<file path="src/rtl/cmd_sequencer_if.sv">
// Bus between the command sequencer and its host/RemoteComm side.
// slave = sequencer view, master = host/bench view.
interface cmd_sequencer_if;
  logic        push;
  logic [15:0] push_cmd;
  logic        full;
  logic        empty;
  logic        start;
  logic        abort;
  logic [15:0] cmd;
  logic        snd_cmd;
  logic        cmd_snt;
  logic        resp_rdy;
  logic [7:0]  resp;
  logic        busy;
  logic        done;
  logic        err;
  logic [1:0]  err_code;
  logic [7:0]  n_acked;

  modport slave (
    input  push, push_cmd, start, abort, cmd_snt, resp_rdy, resp,
    output full, empty, cmd, snd_cmd, busy, done, err, err_code, n_acked
  );

  modport master (
    output push, push_cmd, start, abort, cmd_snt, resp_rdy, resp,
    input  full, empty, cmd, snd_cmd, busy, done, err, err_code, n_acked
  );
endinterface

</file>
<file path="src/rtl/cmd_sequencer.sv">
// Queues Knight move/calibrate commands and plays them to RemoteComm one at a time,
// retiring each only on the positive ack byte; NACK/timeout/abort halt with a sticky error.
module cmd_sequencer #(
  parameter int unsigned      DEPTH   = 8,
  parameter int unsigned      TMO_W   = 24,
  parameter logic [TMO_W-1:0] TMO_CYC = {TMO_W{1'b1}},
  parameter logic [7:0]       ACK     = 8'hA5
) (
  input  logic                  clk,
  input  logic                  rst,
  cmd_sequencer_if.slave        io_bus
);

  localparam int unsigned      AW       = (DEPTH > 1) ? $clog2(DEPTH) : 1;
  localparam int unsigned      CW       = AW + 1;
  localparam logic [CW-1:0]    FULL_CNT = CW'(DEPTH);
  localparam logic [TMO_W-1:0] TMO_LAST = TMO_CYC - TMO_W'(1);

  localparam logic [1:0] ERR_NONE  = 2'b00;
  localparam logic [1:0] ERR_NACK  = 2'b01;
  localparam logic [1:0] ERR_TMO   = 2'b10;
  localparam logic [1:0] ERR_ABORT = 2'b11;

  typedef enum logic [1:0] {
    ST_IDLE,
    ST_SEND,
    ST_WAIT_SNT,
    ST_WAIT_RESP
  } state_t;

  state_t           r_state;
  logic [15:0]      r_mem [DEPTH];
  logic [AW-1:0]    r_wr;
  logic [AW-1:0]    r_rd;
  logic [CW-1:0]    r_cnt;
  logic [TMO_W-1:0] r_tmo;
  logic             r_pend;
  logic [7:0]       r_pend_byte;

  logic             r_full;
  logic             r_empty;
  logic [15:0]      r_cmd;
  logic             r_snd_cmd;
  logic             r_busy;
  logic             r_done;
  logic             r_err;
  logic [1:0]       r_err_code;
  logic [7:0]       r_n_acked;

  logic             w_push;
  logic             w_abort;
  logic             w_resp_vld;
  logic [7:0]       w_resp_byte;
  logic             w_ack;
  logic             w_tmo_hit;
  logic [AW-1:0]    w_rd_nxt;
  logic [CW-1:0]    w_cnt_nxt;
  logic [15:0]      w_head_nxt;

  // A response that arrived alongside cmd_snt is held in r_pend and consumed in WAIT_RESP.
  always_comb begin
    w_push      = io_bus.push && (r_cnt != FULL_CNT);
    w_abort     = io_bus.abort && (r_state != ST_IDLE);
    w_resp_vld  = (r_state == ST_WAIT_RESP) && (io_bus.resp_rdy || r_pend);
    w_resp_byte = r_pend ? r_pend_byte : io_bus.resp;
    w_ack       = w_resp_vld && !w_abort && (w_resp_byte == ACK);
    w_tmo_hit   = (r_tmo >= TMO_LAST);
    w_rd_nxt    = w_ack ? (r_rd + AW'(1)) : r_rd;
    w_cnt_nxt   = r_cnt + CW'(w_push) - CW'(w_ack);
    w_head_nxt  = (w_push && (w_rd_nxt == r_wr)) ? io_bus.push_cmd : r_mem[w_rd_nxt];
  end

  always_ff @(posedge clk) begin
    if (rst) begin
      r_state     <= ST_IDLE;
      r_wr        <= '0;
      r_rd        <= '0;
      r_cnt       <= '0;
      r_tmo       <= '0;
      r_pend      <= 1'b0;
      r_pend_byte <= 8'h00;
      r_full      <= 1'b0;
      r_empty     <= 1'b1;
      r_cmd       <= 16'h0000;
      r_snd_cmd   <= 1'b0;
      r_busy      <= 1'b0;
      r_done      <= 1'b0;
      r_err       <= 1'b0;
      r_err_code  <= ERR_NONE;
      r_n_acked   <= 8'h00;
    end else begin
      if (w_push) begin
        r_mem[r_wr] <= io_bus.push_cmd;
        r_wr        <= r_wr + AW'(1);
      end
      r_rd    <= w_rd_nxt;
      r_cnt   <= w_cnt_nxt;
      r_full  <= (w_cnt_nxt == FULL_CNT);
      r_empty <= (w_cnt_nxt == '0);
      // Head only moves on a pop or on the first push into an empty FIFO.
      if (w_cnt_nxt != '0) begin
        r_cmd <= w_head_nxt;
      end

      r_snd_cmd <= 1'b0;
      r_done    <= 1'b0;

      if (w_abort) begin
        r_state    <= ST_IDLE;
        r_busy     <= 1'b0;
        r_err      <= 1'b1;
        r_err_code <= ERR_ABORT;
        r_pend     <= 1'b0;
      end else begin
        case (r_state)
          ST_IDLE: begin
            if (io_bus.start) begin
              if (r_cnt != '0) begin
                r_err      <= 1'b0;
                r_err_code <= ERR_NONE;
                r_n_acked  <= 8'h00;
                r_state    <= ST_SEND;
                r_busy     <= 1'b1;
                r_snd_cmd  <= 1'b1;
              end else begin
                r_done <= 1'b1;
              end
            end
          end

          ST_SEND: begin
            r_tmo   <= '0;
            r_state <= ST_WAIT_SNT;
          end

          ST_WAIT_SNT: begin
            r_tmo <= r_tmo + TMO_W'(1);
            if (io_bus.cmd_snt) begin
              r_state <= ST_WAIT_RESP;
              if (io_bus.resp_rdy) begin
                r_pend      <= 1'b1;
                r_pend_byte <= io_bus.resp;
              end
            end else if (w_tmo_hit) begin
              r_state    <= ST_IDLE;
              r_busy     <= 1'b0;
              r_err      <= 1'b1;
              r_err_code <= ERR_TMO;
            end
          end

          ST_WAIT_RESP: begin
            r_tmo <= r_tmo + TMO_W'(1);
            if (w_resp_vld) begin
              r_pend <= 1'b0;
              if (w_ack) begin
                if (r_n_acked != 8'hFF) begin
                  r_n_acked <= r_n_acked + 8'd1;
                end
                if (w_cnt_nxt == '0) begin
                  r_state <= ST_IDLE;
                  r_busy  <= 1'b0;
                  r_done  <= 1'b1;
                end else begin
                  r_state   <= ST_SEND;
                  r_snd_cmd <= 1'b1;
                end
              end else begin
                r_state    <= ST_IDLE;
                r_busy     <= 1'b0;
                r_err      <= 1'b1;
                r_err_code <= ERR_NACK;
              end
            end else if (w_tmo_hit) begin
              r_state    <= ST_IDLE;
              r_busy     <= 1'b0;
              r_err      <= 1'b1;
              r_err_code <= ERR_TMO;
              r_pend     <= 1'b0;
            end
          end

          default: begin
            r_state <= ST_IDLE;
            r_busy  <= 1'b0;
          end
        endcase
      end
    end
  end

  assign io_bus.full     = r_full;
  assign io_bus.empty    = r_empty;
  assign io_bus.cmd      = r_cmd;
  assign io_bus.snd_cmd  = r_snd_cmd;
  assign io_bus.busy     = r_busy;
  assign io_bus.done     = r_done;
  assign io_bus.err      = r_err;
  assign io_bus.err_code = r_err_code;
  assign io_bus.n_acked  = r_n_acked;

endmodule

</file>
<file path="src/flat_wrapper.sv">
// flat-port wrapper written by rule: the top's interface ports become plain ports
module cmd_sequencer_flat 
#(
  parameter int unsigned      DEPTH   = 8,
  parameter int unsigned      TMO_W   = 24,
  parameter logic [TMO_W-1:0] TMO_CYC = {TMO_W{1'b1}},
  parameter logic [7:0]       ACK     = 8'hA5
)
  (clk, rst, io_bus_push, io_bus_push_cmd, io_bus_start, io_bus_abort, io_bus_cmd_snt, io_bus_resp_rdy, io_bus_resp, io_bus_full, io_bus_empty, io_bus_cmd, io_bus_snd_cmd, io_bus_busy, io_bus_done, io_bus_err, io_bus_err_code, io_bus_n_acked);
  cmd_sequencer_if io_bus_i ();
  input  logic clk;
  input  logic rst;
  input wire logic [$bits(io_bus_i.push)-1:0] io_bus_push;
  input wire logic [$bits(io_bus_i.push_cmd)-1:0] io_bus_push_cmd;
  input wire logic [$bits(io_bus_i.start)-1:0] io_bus_start;
  input wire logic [$bits(io_bus_i.abort)-1:0] io_bus_abort;
  input wire logic [$bits(io_bus_i.cmd_snt)-1:0] io_bus_cmd_snt;
  input wire logic [$bits(io_bus_i.resp_rdy)-1:0] io_bus_resp_rdy;
  input wire logic [$bits(io_bus_i.resp)-1:0] io_bus_resp;
  output wire logic [$bits(io_bus_i.full)-1:0] io_bus_full;
  output wire logic [$bits(io_bus_i.empty)-1:0] io_bus_empty;
  output wire logic [$bits(io_bus_i.cmd)-1:0] io_bus_cmd;
  output wire logic [$bits(io_bus_i.snd_cmd)-1:0] io_bus_snd_cmd;
  output wire logic [$bits(io_bus_i.busy)-1:0] io_bus_busy;
  output wire logic [$bits(io_bus_i.done)-1:0] io_bus_done;
  output wire logic [$bits(io_bus_i.err)-1:0] io_bus_err;
  output wire logic [$bits(io_bus_i.err_code)-1:0] io_bus_err_code;
  output wire logic [$bits(io_bus_i.n_acked)-1:0] io_bus_n_acked;
  assign io_bus_i.push = io_bus_push;
  assign io_bus_i.push_cmd = io_bus_push_cmd;
  assign io_bus_i.start = io_bus_start;
  assign io_bus_i.abort = io_bus_abort;
  assign io_bus_i.cmd_snt = io_bus_cmd_snt;
  assign io_bus_i.resp_rdy = io_bus_resp_rdy;
  assign io_bus_i.resp = io_bus_resp;
  assign io_bus_full = io_bus_i.full;
  assign io_bus_empty = io_bus_i.empty;
  assign io_bus_cmd = io_bus_i.cmd;
  assign io_bus_snd_cmd = io_bus_i.snd_cmd;
  assign io_bus_busy = io_bus_i.busy;
  assign io_bus_done = io_bus_i.done;
  assign io_bus_err = io_bus_i.err;
  assign io_bus_err_code = io_bus_i.err_code;
  assign io_bus_n_acked = io_bus_i.n_acked;
  cmd_sequencer #(.DEPTH(DEPTH), .TMO_W(TMO_W), .TMO_CYC(TMO_CYC), .ACK(ACK)) u_core (.clk(clk), .rst(rst), .io_bus(io_bus_i));
endmodule
</file>
<file path="config.mk">
export PLATFORM = sky130hd
export DESIGN_NAME = cmd_sequencer_flat
export DESIGN_NICKNAME = d
export VERILOG_FILES = /design/src/rtl/cmd_sequencer_if.sv /design/src/rtl/cmd_sequencer.sv /design/src/flat_wrapper.sv
export SDC_FILE = /design/constraint.sdc
export NUM_CORES = 1
export LEC_CHECK = 0
export BUFFER_PORTS_ARGS = -buffer_cell sky130_fd_sc_hd__buf_2
export CAP_MARGIN = 40
export CORE_UTILIZATION = 30
export CTS_CLUSTER_SIZE = 28
export DETAILED_ROUTE_END_ITERATION = 8
export PLACE_DENSITY = 0.47
export SYNTH_ARGS = -nofsm -noshare
export SYNTH_HDL_FRONTEND = slang
export SYNTH_SLANG_ARGS = --single-unit
</file>
<file path="constraint.sdc">
create_clock -name clk -period 7.3 [get_ports clk]
set_input_delay 0.73 -clock clk [delete_from_list [all_inputs] [get_ports clk]]
set_output_delay 0.73 -clock clk [all_outputs]
set_load 0.01 [all_outputs]
</file>
# Word level (Yosys, flattened, before mapping)
# Memories as Yosys holds them, arrays and structs flattened. A register that Yosys moved wholly into a read port is not among the register bits.
# Cells that the tools add are included.
[word_totals]
ram_bits = 128
out_inout_bits = 32
register_bits = 61
word_cells = 132
memories = 1
[op_classes]
mux = 61
eq_ne = 21
bitwise = 1
reduce_logical = 26
add_sub_neg = 6
order_cmp = 1
[mem_list]
columns = ["memory", "words", "width", "read_ports", "rd_ports_with_merged_regs", "wr", "line", "rtl"]
rows = [
  ["u_core.r_mem", 8, 16, 1, 1, 1, "cmd_sequencer.sv:32", "logic [15:0] r_mem [DEPTH];"],
]
[ops]
columns = ["cell", "count"]
rows = [
  ["$mux 8", 6],
  ["$pmux 24 s2", 1],
  ["$mux 1", 33],
  ["$add 24x1->24 const B", 1],
  ["$ge 24x24->1 const B", 1],
  ["$mux 2", 12],
  ["$pmux 8 s2", 1],
  ["$reduce_bool 4->1", 3],
  ["$ne 2x2->1 const B", 5],
  ["$reduce_and 5->1", 2],
  ["$add 8x1->8 const B", 1],
  ["$eq 8x8->1 const B", 1],
  ["$ne 4x4->1 const B", 2],
  ["$ne 8x8->1 const B", 1],
  ["$pmux 2 s4", 1],
  ["$reduce_and 4->1", 2],
  ["$reduce_bool 2->1", 4],
  ["$reduce_and 7->1", 1],
  ["$add 3x1->3 const B", 2],
  ["$ne 2x1->1 const B", 3],
  ["$ne 3x1->1 const B", 2],
  ["$ne 3x2->1 const B", 2],
  ["$pmux 1 s2", 3],
  ["$pmux 1 s3", 2],
  ["17 further kinds", 24],
]

# Longest topological paths before layout
# Gate-level depths: netlist of the first run.
[logic_depth]
depth_word = 11
ltp_mapped = 22
depth_no_buf = 17

# Worst setup path before layout of the first run
# No wires, ideal clock.
[synth_timing]
path_type = "in2reg"
start = "in io_bus_resp[1]"
end = "reg u_core.r_cmd[0], in the netlist u_core.io_bus.cmd[0] (read register of u_core.r_mem)"
arrival_time_ns = 3.889
path_slack_ns = 3.291
stages = 18
cell_sequence = "nand4bb_4 nor4b_4 o21ai_4 clkinv_2 buf_8 ha_1 inv_1 ha_1 inv_1 fa_1 xor2_1 and3b_1 and2_1 clkbuf_1 clkbuf_1 nor3b_1 a31oi_1 o21ai_1"
[synth_via]
elab_chain_cells = 5
word_cells_on_any_way = 6
[synth_lines]
columns = ["item", "line", "rtl"]
rows = [
  ["start: declaration", "flat_wrapper.sv:19", "input wire logic [$bits(io_bus_i.resp)-1:0] io_bus_resp;"],
  ["$mux 8 *", "cmd_sequencer.sv:65", "w_resp_byte = r_pend ? r_pend_byte : io_bus.resp;"],
  ["$eq 8x8->1 *", "cmd_sequencer.sv:66", "w_ack = w_resp_vld && !w_abort && (w_resp_byte == ACK);"],
  ["$logic_and 1x1->1 *", "cmd_sequencer.sv:66", ""],
  ["$sub 4x1->4", "cmd_sequencer.sv:69", "w_cnt_nxt = r_cnt + CW'(w_push) - CW'(w_ack);"],
  ["$reduce_bool 4->1", "cmd_sequencer.sv:101", "if (w_cnt_nxt != '0) begin"],
  ["end: declaration", "cmd_sequencer.sv:42", "logic [15:0] r_cmd;"],
]
# Mark *: on every way between the ends. The rest lies on a longest branch, timed or not.
# A chain may end at the register's enable or synchronous reset.

# Worst setup path in the final report of the first run
[layout_timing]
start = "reg u_core.r_state[0]"
end = "reg u_core.r_cmd[6], in the netlist u_core.io_bus.cmd[6] (read register of u_core.r_mem)"
[layout_via]
elab_chain_cells = 7
word_cells_on_any_way = 10
[layout_lines]
columns = ["item", "line", "rtl"]
rows = [
  ["start: declaration", "cmd_sequencer.sv:31", "state_t r_state;"],
  ["start signal: assignment", "cmd_sequencer.sv:75", "r_state <= ST_IDLE;"],
  ["start signal: assignment", "cmd_sequencer.sv:109", "r_state <= ST_IDLE;"],
  ["start signal: assignment", "cmd_sequencer.sv:122", "r_state <= ST_SEND;"],
  ["$reduce_bool 2->1", "cmd_sequencer.sv:63", "w_abort = io_bus.abort && (r_state != ST_IDLE);"],
  ["$logic_and 1x1->1", "cmd_sequencer.sv:63", ""],
  ["$logic_not 1->1", "cmd_sequencer.sv:66", ""],
  ["$logic_and 1x1->1 * (2 in a row)", "cmd_sequencer.sv:66", ""],
  ["$sub 4x1->4", "cmd_sequencer.sv:69", ""],
  ["$reduce_bool 4->1", "cmd_sequencer.sv:101", ""],
]
# Marks and branches as above.

==> results.sh, run 1 <==
export IMPL_status="finished, final reports clean"
export IMPL_post_dp_hpwl_mm=15.5
export IMPL_reg2reg_from="u_core.r_state[0]"
export IMPL_setup_viol=0
export IMPL_grt_max_degree=62
export IMPL_stdcell_count=1306
export IMPL_power_density_nw_per_um2=283
export IMPL_num_rows=64
export IMPL_total_power_w=0.00310
export IMPL_ant_nets=0
export IMPL_antenna_found_initial=1
export IMPL_synth_cells=831
export IMPL_start_util_pct=30.6
export IMPL_r2r_cells=18
export IMPL_hold_depth=3
export IMPL_die_area_um2=32000
export IMPL_setup_worst_path_start="u_core.r_state[0]"
export IMPL_peakVddDrop_mv=0.174
export IMPL_post_cts_buffers=0
export IMPL_synth_seq_cells=205
export IMPL_num_vias=6645
export IMPL_synth_edf_count=128
export IMPL_maxSlewViolCount=0
export IMPL_ys_flop_type="edfxtp_1"
export IMPL_ys_warn_count=0
export IMPL_yosysTopAreaCellShare_pct=41.0
export IMPL_yosysTopAreaCell="edfxtp_1"
export IMPL_core_um2=30700
export IMPL_synth_most_common_cell="nor2_1"
export IMPL_path_delay_family="simple AND/OR/NAND/NOR gates"
export IMPL_dp_cells=1261
export IMPL_die_y_um=179
export IMPL_fin_area_um2=11000
export IMPL_portBuffers=62
export IMPL_synth_area_leaders="edfxtp_1 41%, dfxtp_1 16%, nor2_1 5.6%, mux2_2 3.7%, o21ai_0 3.2%"
export IMPL_ios=63
export IMPL_post_cts_resized=0
export IMPL_ctsRootBufferMaster="clkbuf_16"
export IMPL_clk_latency_ns=0.53
export IMPL_async_reset_ff_share_pct=0
export IMPL_cts_tree="built"
export IMPL_criticalPathCategory="register to register"
export IMPL_die_width_um=179
export IMPL_regToRegSetupSlack_ns=2.13
export IMPL_finalCriticalPeriod_ns=5.17
export IMPL_syn_nets=878
export IMPL_hold_path_class="input pin to register"
export IMPL_max_cap_violations=0
export IMPL_end_kind="register"
export IMPL_cp_max_fo=37
export IMPL_cp_arrival_ns=5.56
export IMPL_tightest_slew_ns=0.838
export IMPL_hold_viol_final=0
export IMPL_synth_area_um2=9380
export IMPL_htreeDepth=1
export IMPL_gp_congestion=0.764
export IMPL_cts_max_path_buffers=3
export IMPL_nets=938
export IMPL_synth_top_cells_by_count="140 x nor2_1, 128 x edfxtp_1, 77 x dfxtp_1, 60 x o21ai_0, 36 x nand2_1"
export IMPL_vias_per_cell=5.09
export IMPL_syn_avg_cell_area_um2=11.3
export IMPL_yosysSeqAreaShare_pct=57.4
export IMPL_required_ns=7.68
export IMPL_setup_tns_ns=0
export IMPL_cp_slowest_stage_delay_ns=0.46
export IMPL_crit_path_start_kind="register"
export IMPL_numCtsBuffers=24
export IMPL_finalCritPeriodShare_pct=70.9
export IMPL_place_area_um2=10200
export IMPL_drt_wirelength_per_cell_um=19.5
export IMPL_rsz0062_at_grt="no"
export IMPL_path_clk_slew_ns=0.06
export IMPL_postCtsHoldBufs=0
export IMPL_multi_input_area_um2=3740
export IMPL_fin_skew_ns=0.0176
export IMPL_fmax_mhz=193
export IMPL_critPathBufInv=5
export IMPL_crit_slowest_cell="nand2_1"
export IMPL_grt_pass1_wl_mm=39.0
export IMPL_rr_endpoint="u_core.io_bus.cmd[6]"
export IMPL_drt_total_wl_mm=25.5
export IMPL_drt_pass1_iter_count=5
export IMPL_drive_above_1_share_pct=20.7
export IMPL_grt_pass1_vias=6464
export IMPL_worstSetupEndpoint="u_core.io_bus.cmd[6]"
export IMPL_regArea_um2=5390
export IMPL_cts_sinks=205
export IMPL_synthToLayoutAreaGrowth_pct=16.8
export IMPL_first_iter_violations=566
export IMPL_crit_cells=18
export IMPL_grt_overflow=0
export IMPL_drc=0
export IMPL_path_cells="inv_1, ha_1, nand2b_1, and2_4, o21ai_4, buf_4, clkinv_2, ha_1, inv_1, ha_1, inv_1, fa_1, xor2_1, and3b_1, nand2_1, nand2b_1, a21o_1, o21ai_0"
export IMPL_post_route_util_pct=35.7
export IMPL_fill_cells=3046
export IMPL_grtUsageTotal_pct=16.2
export IMPL_relSlewSlack_pct=44.2
export IMPL_ys_types=69
export IMPL_leakagePower_nw=3.73
## through the flow
step | setup slack [ns] | hold slack (ns)
2_1_floorplan | 3.29 | 0.451
3_3_place_gp | 2.26 | 0.467
3_5_place_dp | 2.09 | 0.480
4_1_cts | 2.07 | 0.456
5_1_grt | 1.66 | 0.476
6_report | 2.13 | 0.484
## power by group
group          total (W)  switching [W]  internal (W)  leakage, nW
sequential       0.00138      0.0000645       0.00132         1.78
clock            0.00118       0.000472      0.000709        0.376
combinational   0.000532       0.000343      0.000189         1.57
## layout make-up
| class | count | area share (%) |
|---|---|---|
| Antenna cell | 1 | 0.0229 |
| Clock buffer | 41 | 6.63 |
| Clock inverter | 3 | 0.468 |
| Inverter | 19 | 0.663 |
| Multi-Input combinational cell | 560 | 34.2 |
| Sequential cell | 205 | 49.2 |
| Tap cell | 396 | 4.52 |
| Timing Repair Buffer | 81 | 4.34 |
## cell usage in the layout (no fill, tap or decap), types with 10 or more instances in the layout
master / Yosys / layout
nor2_1: 140 / 137
o21ai_1: 13 / 13
inv_1: 18 / 18
buf_2: 10 / 62
a31oi_1: 15 / 15
mux2i_1: 10 / 10
edfxtp_1: 128 / 128
buf_4: 1 / 16
nand3_1: 12 / 12
nand2_1: 36 / 36
mux2_2: 31 / 31
dfxtp_1: 77 / 76
clkbuf_1: 28 / 12
o21ai_0: 60 / 60
clkbuf_16: 0 / 25
a21oi_1: 22 / 22
xnor2_1: 13 / 13
xor2_1: 17 / 16
o32a_1: 15 / 15
nor3b_1: 32 / 32
ha_1: 15 / 15
o221ai_1: 22 / 22
## registers in the layout, summed over array words and instances (netlist names), 2 cells and up
| register | cells |
|---|---|
| u_core.r_tmo | 24 |
| u_core.io_bus.n_acked | 8 |
| u_core.r_wr | 3 |
| u_core.r_mem | 128 |
| u_core.io_bus.err_code | 2 |
| u_core.io_bus.cmd | 16 |
| u_core.r_rd | 3 |
| u_core.r_state | 2 |
| u_core.r_cnt | 4 |
| u_core.r_pend_byte | 8 |
## worst reg2reg max path, cell delays in order (launching register included)
cell and delay, ns:
dfxtp_1 0.39, inv_1 0.09, ha_1 0.31, nand2b_1 0.39, and2_4 0.30, o21ai_4 0.05
buf_4 0.43, clkinv_2 0.33, ha_1 0.35, inv_1 0.06, ha_1 0.16, inv_1 0.05
fa_1 0.37, xor2_1 0.19, and3b_1 0.22, nand2_1 0.46, nand2b_1 0.27, a21o_1 0.45
o21ai_0 0.18
## layer usage
metal,GRT usage [%],vias up,wire [um]
met2,25.8,147,11600
met4,4.91,0,618
met5,0,-,0
li1,-,3207,-
met3,2.42,44,1030
met1,22.4,3247,12200
## how the worst min path moves through the flow
stage	startpoint	to	slack, ns
floorplan	u_core.r_pend_byte[5]	u_core.r_pend_byte[5]	0.45
global placement	u_core.r_tmo[20]	u_core.r_tmo[20]	0.47
detailed placement	u_core.r_tmo[18]	u_core.r_tmo[18]	0.48
CTS	io_bus_resp[4]	u_core.r_pend_byte[4]	0.46
global route	io_bus_resp[4]	u_core.r_pend_byte[4]	0.48
finish	io_bus_resp[6]	u_core.r_pend_byte[6]	0.48
## cell families after synthesis
family,count (synthesis),share of synthesized area (%)
AND/OR/NAND/NOR,285,15.3
flip-flops,205,57.4
AO/OA/AOI/OAI,188,14.3
buffers and inverters,66,3.12
multiplexers,41,4.79
XOR/XNOR,30,2.80
adder cells (fa/ha/maj),16,2.21
Note: power is estimated with default switching activity, not from simulation.
==> run 2, diff against run 1 <==
--- a/config.mk
+++ b/config.mk
@@ -10,7 +10,7 @@
 export CORE_UTILIZATION = 30
 export CTS_CLUSTER_SIZE = 28
 export DETAILED_ROUTE_END_ITERATION = 8
-export PLACE_DENSITY = 0.47
+export PLACE_DENSITY = 0.49
 export SYNTH_ARGS = -nofsm -noshare
 export SYNTH_HDL_FRONTEND = slang
 export SYNTH_SLANG_ARGS = --single-unit
==> constraint.sdc (replaced) <==
create_clock -name clk -period 4.4 [get_ports clk]
set_input_delay 0.44 -clock clk [delete_from_list [all_inputs] [get_ports clk]]
set_output_delay 0.44 -clock clk [all_outputs]
set_load 0.01 [all_outputs]
==> results.sh, run 2 (synthesis results as in run 1) <==
export IMPL_status="finished, final reports clean"
export IMPL_dpl_worst_slack_ns=0.590
export IMPL_cp_max_fo=10
export IMPL_top_register="u_core.r_mem"
export IMPL_grt_max_degree=40
export IMPL_nets=946
export IMPL_portBuffers=62
export IMPL_drc=0
export IMPL_fin_skew_ns=0.0237
export IMPL_criticalPathCategory="register to register"
export IMPL_grtUsageTotal_pct=15.9
export IMPL_setup_viol=0
export IMPL_fmax_mhz=266
export IMPL_drt_pass1_iter_count=5
export IMPL_numCtsBuffers=24
export IMPL_drive_above_1_share_pct=21.6
export IMPL_die_y_um=179
export IMPL_required_ns=4.85
export IMPL_setup_tns_ns=0
export IMPL_end_kind="register"
export IMPL_drt_total_wl_mm=25.0
export IMPL_post_dp_hpwl_mm=15.5
export IMPL_drt_wirelength_per_cell_um=19.0
export IMPL_cp_arrival_ns=4.21
export IMPL_relSlewSlack_pct=50.0
export IMPL_final_common_cell="nor2_1"
export IMPL_hold_viol_final=0
export IMPL_finalCritPeriodShare_pct=85.5
export IMPL_first_iter_violations=442
export IMPL_cts_max_path_buffers=3
export IMPL_ios=63
export IMPL_num_rows=64
export IMPL_postCtsHoldBufs=0
export IMPL_peakVddDrop_mv=0.337
export IMPL_grt_pass1_wl_mm=38.6
export IMPL_max_cap_violations=0
export IMPL_maxSlewViolCount=0
export IMPL_largest_reg_flops=128
export IMPL_clk_latency_ns=0.54
export IMPL_die_area_um2=32000
export IMPL_htreeDepth=1
export IMPL_gp_congestion=0.776
export IMPL_power_density_nw_per_um2=470
export IMPL_path_clk_slew_ns=0.05
export IMPL_hold_path_class="input pin to register"
export IMPL_cts_tree="built"
export IMPL_finalCriticalPeriod_ns=3.76
export IMPL_ctsRootBufferMaster="clkbuf_16"
export IMPL_rsz0062_at_grt="no"
export IMPL_die_width_um=179
export IMPL_start_util_pct=30.6
export IMPL_hold_depth=3
export IMPL_post_cts_resized=0
export IMPL_post_cts_buffers=0
export IMPL_ant_nets=0
export IMPL_r2r_cells=18
export IMPL_cts_sinks=205
export IMPL_tightest_slew_ns=0.750
export IMPL_synthToLayoutAreaGrowth_pct=17.4
export IMPL_core_um2=30700
export IMPL_fin_ws_ns=0.639
export IMPL_crit_path_start_kind="register"
export IMPL_leakagePower_nw=3.77
export IMPL_num_vias=6591
export IMPL_vias_per_cell=5.02
export IMPL_grt_overflow=0
export IMPL_mostFrequentLayoutCells="137 x nor2_1, 128 x edfxtp_1, 76 x dfxtp_1"
export IMPL_grt_pass1_vias=6462
export IMPL_antenna_found_initial=1
## run 2: final timing paths
check                    startpoint               endpoint  slack, ns
setup / recovery  u_core.r_state[0]     u_core.io_bus.busy       0.64
hold / removal       io_bus_resp[5]  u_core.r_pend_byte[5]       0.18
setup reg to reg  u_core.r_state[0]     u_core.io_bus.busy       0.64
hold reg to reg    u_core.r_tmo[18]       u_core.r_tmo[18]       0.49
## run 2: worst max-delay path, stage by stage (launching register included)
cell and delay [ns]:
dfxtp_1 0.39, inv_1 0.09, ha_1 0.20, buf_4 0.16
nand2b_1 0.16, and2_4 0.19, o21ai_4 0.07, clkinv_2 0.07
ha_1 0.27, inv_1 0.06, ha_1 0.16, inv_1 0.06
fa_1 0.37, xor2_1 0.21, and3b_1 0.24, and2_1 0.16
nor2_1 0.06, or4b_2 0.64, a21oi_1 0.15
## run 2: layer usage
| layer | global-route usage [%] | share of wire (%) |
|---|---|---|
| met1 | 21.6 | 47 |
| met2 | 26.0 | 46 |
| met3 | 2.27 | 4.2 |
| met4 | 5.01 | 2.7 |
| met5 | 0 | 0 |
## run 2: per-stage QoR
stage          instance area, um^2  utilization (%)  power (W)  instances  hold WS (ns)
2_1_floorplan                 9380                -    0.00287        831         0.451
5_1_grt                      11000             35.9    0.00541       1313         0.176
3_5_place_dp                 10200             33.3    0.00326       1269         0.480
3_3_place_gp                 10200             33.2    0.00325       1266         0.467
6_report                     11000             35.9    0.00517       1314         0.176
4_1_cts                      11000             35.9    0.00524       1313         0.158
## run 2: area by class of cell
class | instances | area [um^2]
diodes | 1 | 2.50
clock buffers | 33 | 664
clock inverters | 11 | 125
fillers | 3016 | 19700
inverters | 19 | 72.6
multi-input cells | 560 | 3740
flip-flops and latches | 205 | 5390
well taps | 396 | 495
repair buffers | 89 | 520
## run 2: power breakdown
| group | internal, W | total [W] | switching (W) |
|---|---|---|---|
| Sequential | 0.00219 | 0.00229 | 0.000105 |
| Clock | 0.00118 | 0.00196 | 0.000784 |
| Combinational | 0.000341 | 0.000918 | 0.000577 |
| Total | 0.00370 | 0.00517 | 0.00147 |
==> run 3, diff against run 2 <==
--- a/config.mk
+++ b/config.mk
@@ -7,10 +7,12 @@
 export LEC_CHECK = 0
 export BUFFER_PORTS_ARGS = -buffer_cell sky130_fd_sc_hd__buf_2
 export CAP_MARGIN = 40
+export CELL_PAD_IN_SITES_DETAIL_PLACEMENT = 1
+export CELL_PAD_IN_SITES_GLOBAL_PLACEMENT = 1
 export CORE_UTILIZATION = 30
 export CTS_CLUSTER_SIZE = 28
 export DETAILED_ROUTE_END_ITERATION = 8
-export PLACE_DENSITY = 0.49
+export PLACE_DENSITY = 0.57
 export SYNTH_ARGS = -nofsm -noshare
 export SYNTH_HDL_FRONTEND = slang
 export SYNTH_SLANG_ARGS = --single-unit
==> results.sh, run 3 (synthesis results as in run 1) <==
export IMPL_status="finished, final reports clean"
export IMPL_cts_max_path_buffers=3
export IMPL_fmax_mhz=280
export IMPL_antenna_found_initial=1
export IMPL_clkPwrFrac_pct=36.7
export IMPL_rr_endpoint="u_core.io_bus.busy"
export IMPL_first_iter_violations=353
export IMPL_core_um2=30700
export IMPL_drive_above_1_share_pct=21.1
export IMPL_final_common_cell="nor2_1"
export IMPL_fin_area_um2=11000
export IMPL_cts_sinks=205
export IMPL_grt_max_degree=47
export IMPL_leakagePower_nw=3.75
export IMPL_largest_reg_flops=128
export IMPL_num_rows=64
export IMPL_post_cts_buffers=0
export IMPL_regToRegSetupSlack_ns=0.83
export IMPL_max_cap_violations=0
export IMPL_cp_max_fo=5
export IMPL_min_from="io_bus_resp[1]"
export IMPL_num_vias=6769
export IMPL_power_density_nw_per_um2=466
export IMPL_total_power_w=0.00510
export IMPL_end_kind="register"
export IMPL_required_ns=4.85
export IMPL_ant_nets=0
export IMPL_tightest_slew_ns=0.804
export IMPL_grtUsageTotal_pct=17.5
export IMPL_setup_tns_ns=0
export IMPL_post_route_util_pct=35.7
export IMPL_relSlewSlack_pct=46.4
export IMPL_power_frac_seq_pct=44.8
export IMPL_start_util_pct=30.6
export IMPL_post_cts_resized=0
export IMPL_grt_overflow=0
export IMPL_fin_skew_ns=0.0104
export IMPL_crit_path_start_kind="register"
export IMPL_cp_arrival_ns=4.02
export IMPL_vias_per_cell=5.16
export IMPL_drc=0
export IMPL_p_sw_share_pct=29.1
export IMPL_gp_congestion=0.741
export IMPL_post_dp_hpwl_mm=17.6
export IMPL_numCtsBuffers=24
export IMPL_hold_viol_final=0
export IMPL_place_area_um2=10200
export IMPL_drt_total_wl_mm=27.5
export IMPL_portBuffers=62
export IMPL_power_switching_w=0.00148
export IMPL_peakVddDrop_mv=0.206
export IMPL_htreeDepth=1
export IMPL_grt_pass1_vias=7069
export IMPL_clk_latency_ns=0.52
export IMPL_mostFrequentLayoutCells="138 x nor2_1, 128 x edfxtp_1, 76 x dfxtp_1"
export IMPL_criticalPathCategory="register to register"
export IMPL_hold_depth=3
export IMPL_die_y_um=179
export IMPL_reg2reg_from="u_core.r_state[0]"
export IMPL_synthToLayoutAreaGrowth_pct=16.8
export IMPL_pwr_share_comb_pct=18.5
export IMPL_hold_path_class="input pin to register"
export IMPL_cts_tree="built"
export IMPL_maxSlewViolCount=0
export IMPL_holdWs_ns=0.184
export IMPL_finalCriticalPeriod_ns=3.57
export IMPL_setup_viol=0
export IMPL_p_int_w=0.00362
export IMPL_drt_wirelength_per_cell_um=20.9
export IMPL_die_area_um2=32000
export IMPL_r2r_cells=17
export IMPL_finalCritPeriodShare_pct=81.1
export IMPL_nets=945
export IMPL_min_to="u_core.r_pend_byte[1]"
export IMPL_postCtsHoldBufs=0
export IMPL_die_width_um=179
export IMPL_top_register="u_core.r_mem"
export IMPL_rsz0062_at_grt="no"
export IMPL_fill_cells=3362
export IMPL_drt_pass1_iter_count=4
export IMPL_path_clk_slew_ns=0.06
export IMPL_grt_pass1_wl_mm=42.2
export IMPL_ctsRootBufferMaster="clkbuf_16"
export IMPL_ios=63
==> run 3: cell count changes in the layout (fill, tap and decap cells not counted), sizes merged <==
cell and delta:
buf -1, clkinv +1, bufinv -1
==> run 3: worst max-delay path by stage <==
| stage | slack [ns] | to | startpoint |
|---|---|---|---|
| after floorplan | 0.46 | u_core.io_bus.cmd[0] | u_core.r_state[0] |
| after global placement | 0.69 | u_core.io_bus.busy | io_bus_resp[1] |
| after detailed placement | 0.63 | u_core.io_bus.busy | io_bus_resp[6] |
| after CTS | 0.80 | u_core.io_bus.busy | u_core.r_state[0] |
| after global routing | 0.53 | u_core.io_bus.cmd[6] | u_core.r_state[0] |
| final | 0.83 | u_core.io_bus.busy | u_core.r_state[0] |
==> run 3: metrics by stage <==
step	instances	setup slack [ns]
2_1_floorplan	831	0.455
3_5_place_dp	1268	0.630
3_3_place_gp	1265	0.693
4_1_cts	1312	0.801
6_report	1313	0.830
5_1_grt	1313	0.534
==> run 3: layer usage <==
metal	up-vias	track usage [%]	part of all wire, %	routed length [um]
li1	3211	-	-	-
met1	3396	22.7	45	12300
met2	124	30.0	48	13300
met3	38	2.65	4.3	1190
met4	0	4.94	2.4	651
met5	-	0	0	0
==> run 3: critical path, stage by stage, from the launching register on <==
cell and delay (ns):
dfxtp_1 0.40, inv_1 0.09, ha_1 0.22, nand2b_1 0.16, and2_4 0.19, o21ai_4 0.06, clkinv_2 0.07, ha_1 0.26
inv_1 0.06, ha_1 0.16, inv_1 0.06, fa_1 0.37, xor2_1 0.19, and3b_1 0.20, and2_1 0.16, nor2_1 0.05
or4b_2 0.64, a21oi_1 0.15
==> run 3: layout make-up <==
| class | instances | area (um^2) | area share [%] |
|---|---|---|---|
| inverter | 19 | 72.6 | 0.663 |
| sequential | 205 | 5390 | 49.2 |
| clock buffer | 33 | 656 | 5.99 |
| timing repair buffer | 88 | 517 | 4.72 |
| clock inverter | 11 | 73.8 | 0.674 |
| tap | 396 | 495 | 4.52 |
| multi-input combinational | 560 | 3750 | 34.2 |
| antenna | 1 | 2.50 | 0.0228 |
==> run 3: power groups by stage <==
stage / registers (W) / clock network, W / logic [W]
after global placement: 0.00233 / 0 / 0.000941
after detailed placement: 0.00233 / 0 / 0.000952
final: 0.00229 / 0.00187 / 0.000943
after floorplan: 0.00232 / 0 / 0.000550
after global routing: 0.00230 / 0.00199 / 0.00104
after CTS: 0.00229 / 0.00192 / 0.000956
